[src/rtl/key_xor_stream.sv]
// Key XOR stage: XORs accepted plaintext bytes with a 4-byte key indexed by the
// external key_counter. Optional CBC-like chaining via `define KEY_XOR_CHAIN_EN.
module key_xor_stream #(
  parameter int                    DATA_W  = 8,
  parameter logic [4*DATA_W-1:0]   KEY_RST = '0
) (
  input  logic              clk,
  input  logic              n_rst,
  input  logic              key_wr_en,
  input  logic [1:0]        key_wr_idx,
  input  logic [DATA_W-1:0] key_wr_data,
  input  logic              start,
  input  logic              stop,
  input  logic [DATA_W-1:0] data_in,
  input  logic              data_in_valid,
  output logic              data_in_ready,
  input  logic [1:0]        key_count,
  input  logic              key_rollover,
  output logic              count_enable,
  output logic [DATA_W-1:0] data_out,
  output logic              data_out_valid,
  input  logic              data_out_ready,
  output logic              block_done,
  output logic              busy,
  output logic [1:0]        state_dbg
);

  // Handshake: a byte transfers on a port in any cycle where valid and ready
  // are both high at the rising edge; valid never waits on ready.
  typedef enum logic [1:0] {
    IDLE  = 2'd0,
    RUN   = 2'd1,
    DRAIN = 2'd2
  } state_t;

  state_t            state, state_nxt;
  logic              stop_pend, stop_pend_nxt;
  logic              accept, pop;
  logic [DATA_W-1:0] key_q [4];
  logic [DATA_W-1:0] cipher;

  assign data_in_ready = (state == RUN) && (!data_out_valid || data_out_ready);
  assign accept        = data_in_valid && data_in_ready;
  assign count_enable  = accept;
  assign pop           = data_out_valid && data_out_ready;
  assign busy          = (state != IDLE);
  assign state_dbg     = state;

`ifdef KEY_XOR_CHAIN_EN
  logic [DATA_W-1:0] prev;

  assign cipher = data_in ^ key_q[key_count] ^ prev;

  always_ff @(posedge clk or negedge n_rst) begin
    if (!n_rst) begin
      prev <= '0;
    end else if (state == IDLE && start) begin
      prev <= '0;
    end else if (accept) begin
      prev <= cipher;
    end
  end
`else
  assign cipher = data_in ^ key_q[key_count];
`endif

  always_ff @(posedge clk or negedge n_rst) begin
    if (!n_rst) begin
      state     <= IDLE;
      stop_pend <= 1'b0;
    end else begin
      state     <= state_nxt;
      stop_pend <= stop_pend_nxt;
    end
  end

  // Leaving RUN only on key_count==0 with no accept keeps blocks whole.
  always_comb begin
    state_nxt     = state;
    stop_pend_nxt = stop_pend;
    case (state)
      IDLE: begin
        stop_pend_nxt = 1'b0;
        if (start) state_nxt = RUN;
      end
      RUN: begin
        stop_pend_nxt = stop_pend || stop;
        if (stop_pend_nxt && key_count == 2'd0 && !accept) begin
          state_nxt     = DRAIN;
          stop_pend_nxt = 1'b0;
        end
      end
      DRAIN: begin
        if (!data_out_valid || data_out_ready) state_nxt = IDLE;
      end
      default: begin
        state_nxt     = IDLE;
        stop_pend_nxt = 1'b0;
      end
    endcase
  end

  always_ff @(posedge clk or negedge n_rst) begin
    if (!n_rst) begin
      for (int i = 0; i < 4; i++) key_q[i] <= KEY_RST[i*DATA_W +: DATA_W];
    end else if (state == IDLE && key_wr_en) begin
      key_q[key_wr_idx] <= key_wr_data;
    end
  end

  // Pop and accept in the same cycle keeps valid high with the new byte.
  always_ff @(posedge clk or negedge n_rst) begin
    if (!n_rst) begin
      data_out       <= '0;
      data_out_valid <= 1'b0;
      block_done     <= 1'b0;
    end else begin
      block_done <= accept && key_rollover;
      if (accept) begin
        data_out       <= cipher;
        data_out_valid <= 1'b1;
      end else if (pop) begin
        data_out_valid <= 1'b0;
      end
    end
  end

endmodule

[config.mk]
export PLATFORM = sky130hd
export DESIGN_NAME = key_xor_stream
export DESIGN_NICKNAME = d
export VERILOG_FILES = /design/src/rtl/key_xor_stream.sv
export SDC_FILE = /design/constraint.sdc
export NUM_CORES = 1
export LEC_CHECK = 0
export BUFFER_PORTS_ARGS = -buffer_cell sky130_fd_sc_hd__buf_2
export CELL_PAD_IN_SITES_DETAIL_PLACEMENT = 1
export CELL_PAD_IN_SITES_GLOBAL_PLACEMENT = 1
export CORE_MARGIN = 2
export CORE_UTILIZATION = 47
export CTS_CLUSTER_SIZE = 40
export DETAILED_ROUTE_END_ITERATION = 12
export GPL_ROUTABILITY_DRIVEN = 0
export PLACE_DENSITY_LB_ADDON = 0.3
export SLEW_MARGIN = 30
export SYNTH_ARGS = -nofsm -noshare
export SYNTH_HDL_FRONTEND = slang
export SYNTH_SLANG_ARGS = --single-unit
[constraint.sdc]
create_clock -name clk -period 4.3 [get_ports clk]
set_input_delay 0.43 -clock clk [delete_from_list [all_inputs] [get_ports clk]]
set_output_delay 0.43 -clock clk [all_outputs]
set_load 0.01 [all_outputs]
==> impl_metrics.py <==
metrics = {
    "run_status": {
        "status": "finished clean",
    },
    "job": {
        "drv_cap": 0,
    },
    "timing": {
        "fin_setup_tns_ns": 0,
        "max_freq_ghz": 0.458,
        "fin_skew_ns": 0.00877,
        "rsz0062_at_grt": "no",
        "setup_viol_count_final": 0,
        "period_share_pct": 50.7,
        "finalHoldViolations": 0,
        "relSlewSlack_pct": 56.6,
        "worst-slew-pin-transition_ns": 0.649,
        "post-route-min-period_ns": 2.18,
        "slew_viol_final": 0,
    },
    "layout": {
        "final_common_cell": "dfrtp_1",
        "mostFrequentLayoutCells": "45 x dfrtp_1, 41 x buf_2, 32 x mux2_2",
        "stdcell_area_um2": 2380,
        "area_growth_pct": 18.9,
        "diodes": 0,
        "fin_nets": 210,
        "instances_no_fill": 233,
        "drive_gt1_share_pct": 51.9,
    },
    "floorplanning": {
        "die_w_um": 69.3,
        "num_io_pins": 43,
        "num_rows": 23,
        "start_util_pct": 49.4,
        "die-area_um2": 4800,
        "core_area_um2": 4060,
        "die-height_um": 69.3,
    },
    "clock_network": {
        "cts_setup_buffers": 0,
        "insertion_delay_ns": 0.30,
        "numCtsBuffers": 5,
        "cts_hold_buf": 0,
        "post_cts_resized": 0,
        "cts.sinks": 45,
        "clock_path_buffers": 2,
        "clock_tree.root_cell": "clkbuf_8",
        "cts_tree": "done",
        "htree_num_levels": 2,
        "clk_pin_slew_ns": 0.08,
    },
    "pwr": {
        "vdd_drop_max_v": 0.000399,
        "p_int_mw": 1.12,
        "p_per_area_nw_per_um2": 679,
        "seq_power_share_pct": 45.9,
        "pwr-share-comb_pct": 33.7,
        "leakagePower_nw": 1.11,
        "pwr-share-clk_pct": 20.4,
        "p_sw_uw": 497,
        "switching_share_pct": 30.7,
    },
    "logic_synthesis": {
        "ys_ff_latch": 45,
        "synth_cells": 136,
        "syn_area_um2": 2000,
        "yosysUniqueCellTypes": 25,
        "avgSynthCellArea_um2": 14.7,
        "yosysSeqAreaShare_pct": 56.2,
        "syn-num-nets": 164,
        "yosys_warnings": 0,
    },
    "critical_path": {
        "crit_path_end_kind": "output pin",
        "path_delay_family": "simple AND/OR/NAND/NOR gates",
        "slowest_stage": "nand3_1",
        "rr_startpoint": "state_dbg[0]$_DFFE_PN0P_",
        "slowest_delay_ns": 0.49,
        "critical_path_depth": 4,
        "crit_buf_inv": 2,
        "worstSetupPathType": "flop to output pin",
        "worstPathRequired_ns": 3.87,
        "reg2reg_slack_ns": 2.58,
        "r2r_cells": 4,
        "r2r-end": "key_q[21]$_DFFE_PN0P_",
        "crit_fanout": 19,
        "critPathArrivalTime_ns": 1.75,
        "startpoint": "state_dbg[0]$_DFFE_PN0P_",
        "cp-start-kind": "flop",
        "path_cells": "nor2b_1 > nand3_1 > inv_1 > buf_2",
        "cp-endpoint": "count_enable",
    },
    "routing": {
        "dr_wl_met3_um": 198,
        "vias": 1290,
        "wirelength_um": 4410,
        "wl_met2_um": 2360,
        "drt_iter0_drc": 35,
        "viasPerCell": 5.54,
        "dr.pass1.iters": 4,
        "drc": 0,
        "wl_per_cell_um": 18.9,
        "wl_met1_um": 1740,
        "ant_nets": 0,
        "maxUsedRoutingLayer": "met4",
    },
    "place": {
        "io_buffers": 42,
        "placedCellCount": 225,
        "hpwlAfterDp_um": 3100,
        "post_dp_cell_area_um2": 2260,
    },
    "worst_hold_path": {
        "hp-class": "input pin to async pin",
    },
    "global_routing": {
        "grt_use_total_pct": 19.8,
        "overflow": 0,
        "antenna_found_initial": 0,
        "grt_pass1_wl_um": 7200,
        "grt_max_degree": 46,
        "grt_pass1_vias": 1437,
    },
}
how the worst min path moves through the flow:
stage / depth (start not counted) / end / from
6_report: 1 / key_q[0]$_DFFE_PN0P_ / n_rst
5_1_grt: 1 / key_q[0]$_DFFE_PN0P_ / n_rst
4_1_cts: 1 / data_out[7]$_DFFE_PN0N_ / n_rst
3_5_place_dp: 2 / data_out[0]$_DFFE_PN0N_ / data_out[0]$_DFFE_PN0N_
3_3_place_gp: 2 / data_out[0]$_DFFE_PN0N_ / data_out[0]$_DFFE_PN0N_
2_1_floorplan: 0 / block_done$_DFF_PN0_ / n_rst
layer usage:
layer  global-route usage (%)  vias up
met3                     4.94       10
met4                     7.19        0
li1                         -      576
met2                     35.4       41
met1                     22.9      663
met5                        0        -
synth_stat cells:
cell       n  share of area [%]
nand4_2    1               0.62
mux4_2     8                9.0
nand2b_1   2               0.62
o22ai_1    1               0.31
a21o_1     1               0.37
inv_1      3               0.56
nor2b_1    1               0.31
and2_1     2               0.62
clkbuf_1   2               0.37
o22a_1     1               0.44
nor2_1     2               0.37
nand4b_2   1               0.75
or2b_1     1               0.37
dfrtp_1   45                 56
nor3_1     1               0.25
nand2_1    9                1.7
nor2_4     1               0.56
nand2_4    1               0.56
o21ai_0    9                2.2
xnor2_1    8                3.5
nor3_4     1               0.81
buf_2      1               0.25
nand3_1    1               0.25
nor3b_4    1               0.94
mux2_2    32                 18
layout make-up:
class,instances,area [um^2]
fill,416,1680
inverter,3,11.3
tap,50,62.6
clock inverter,1,30.0
timing repair buffer,42,213
sequential,45,1130
multi-input combinational,85,853
clock buffer,7,86.3
stage by stage:
step,power (mW),setup slack [ns],utilization [%],hold WS (ns)
after global placement,1.24,2.46,55.8,0.458
after global routing,1.72,1.90,58.7,0.153
after floorplan,1.11,2.76,-,0.134
after detailed placement,1.30,2.33,55.8,0.481
final,1.62,2.12,58.7,0.123
after CTS,1.63,2.07,58.6,0.318
power by group through the flow:
stage	Clock (mW)	Combinational [mW]	Sequential, mW
global placement	0	0.520	0.724
finish	0.330	0.546	0.743
CTS	0.336	0.556	0.743
detailed placement	0	0.552	0.749
floorplan	0	0.373	0.736
global route	0.358	0.600	0.765
flip-flops by register name, summed over array words and instances (netlist names):
signal	cells
stop_pend	1
block_done	1
key_q	32
data_out	8
state_dbg	2
data_out_valid	1
cells by family after synthesis:
kind of cell	Yosys count	synth area share, %
buf+inv	6	1.19
xor+xnor	8	3.50
mux	40	27.0
simple gates	25	8.74
compound gates	12	3.37
flops	45	56.2
(Power assumes the default switching activity.)
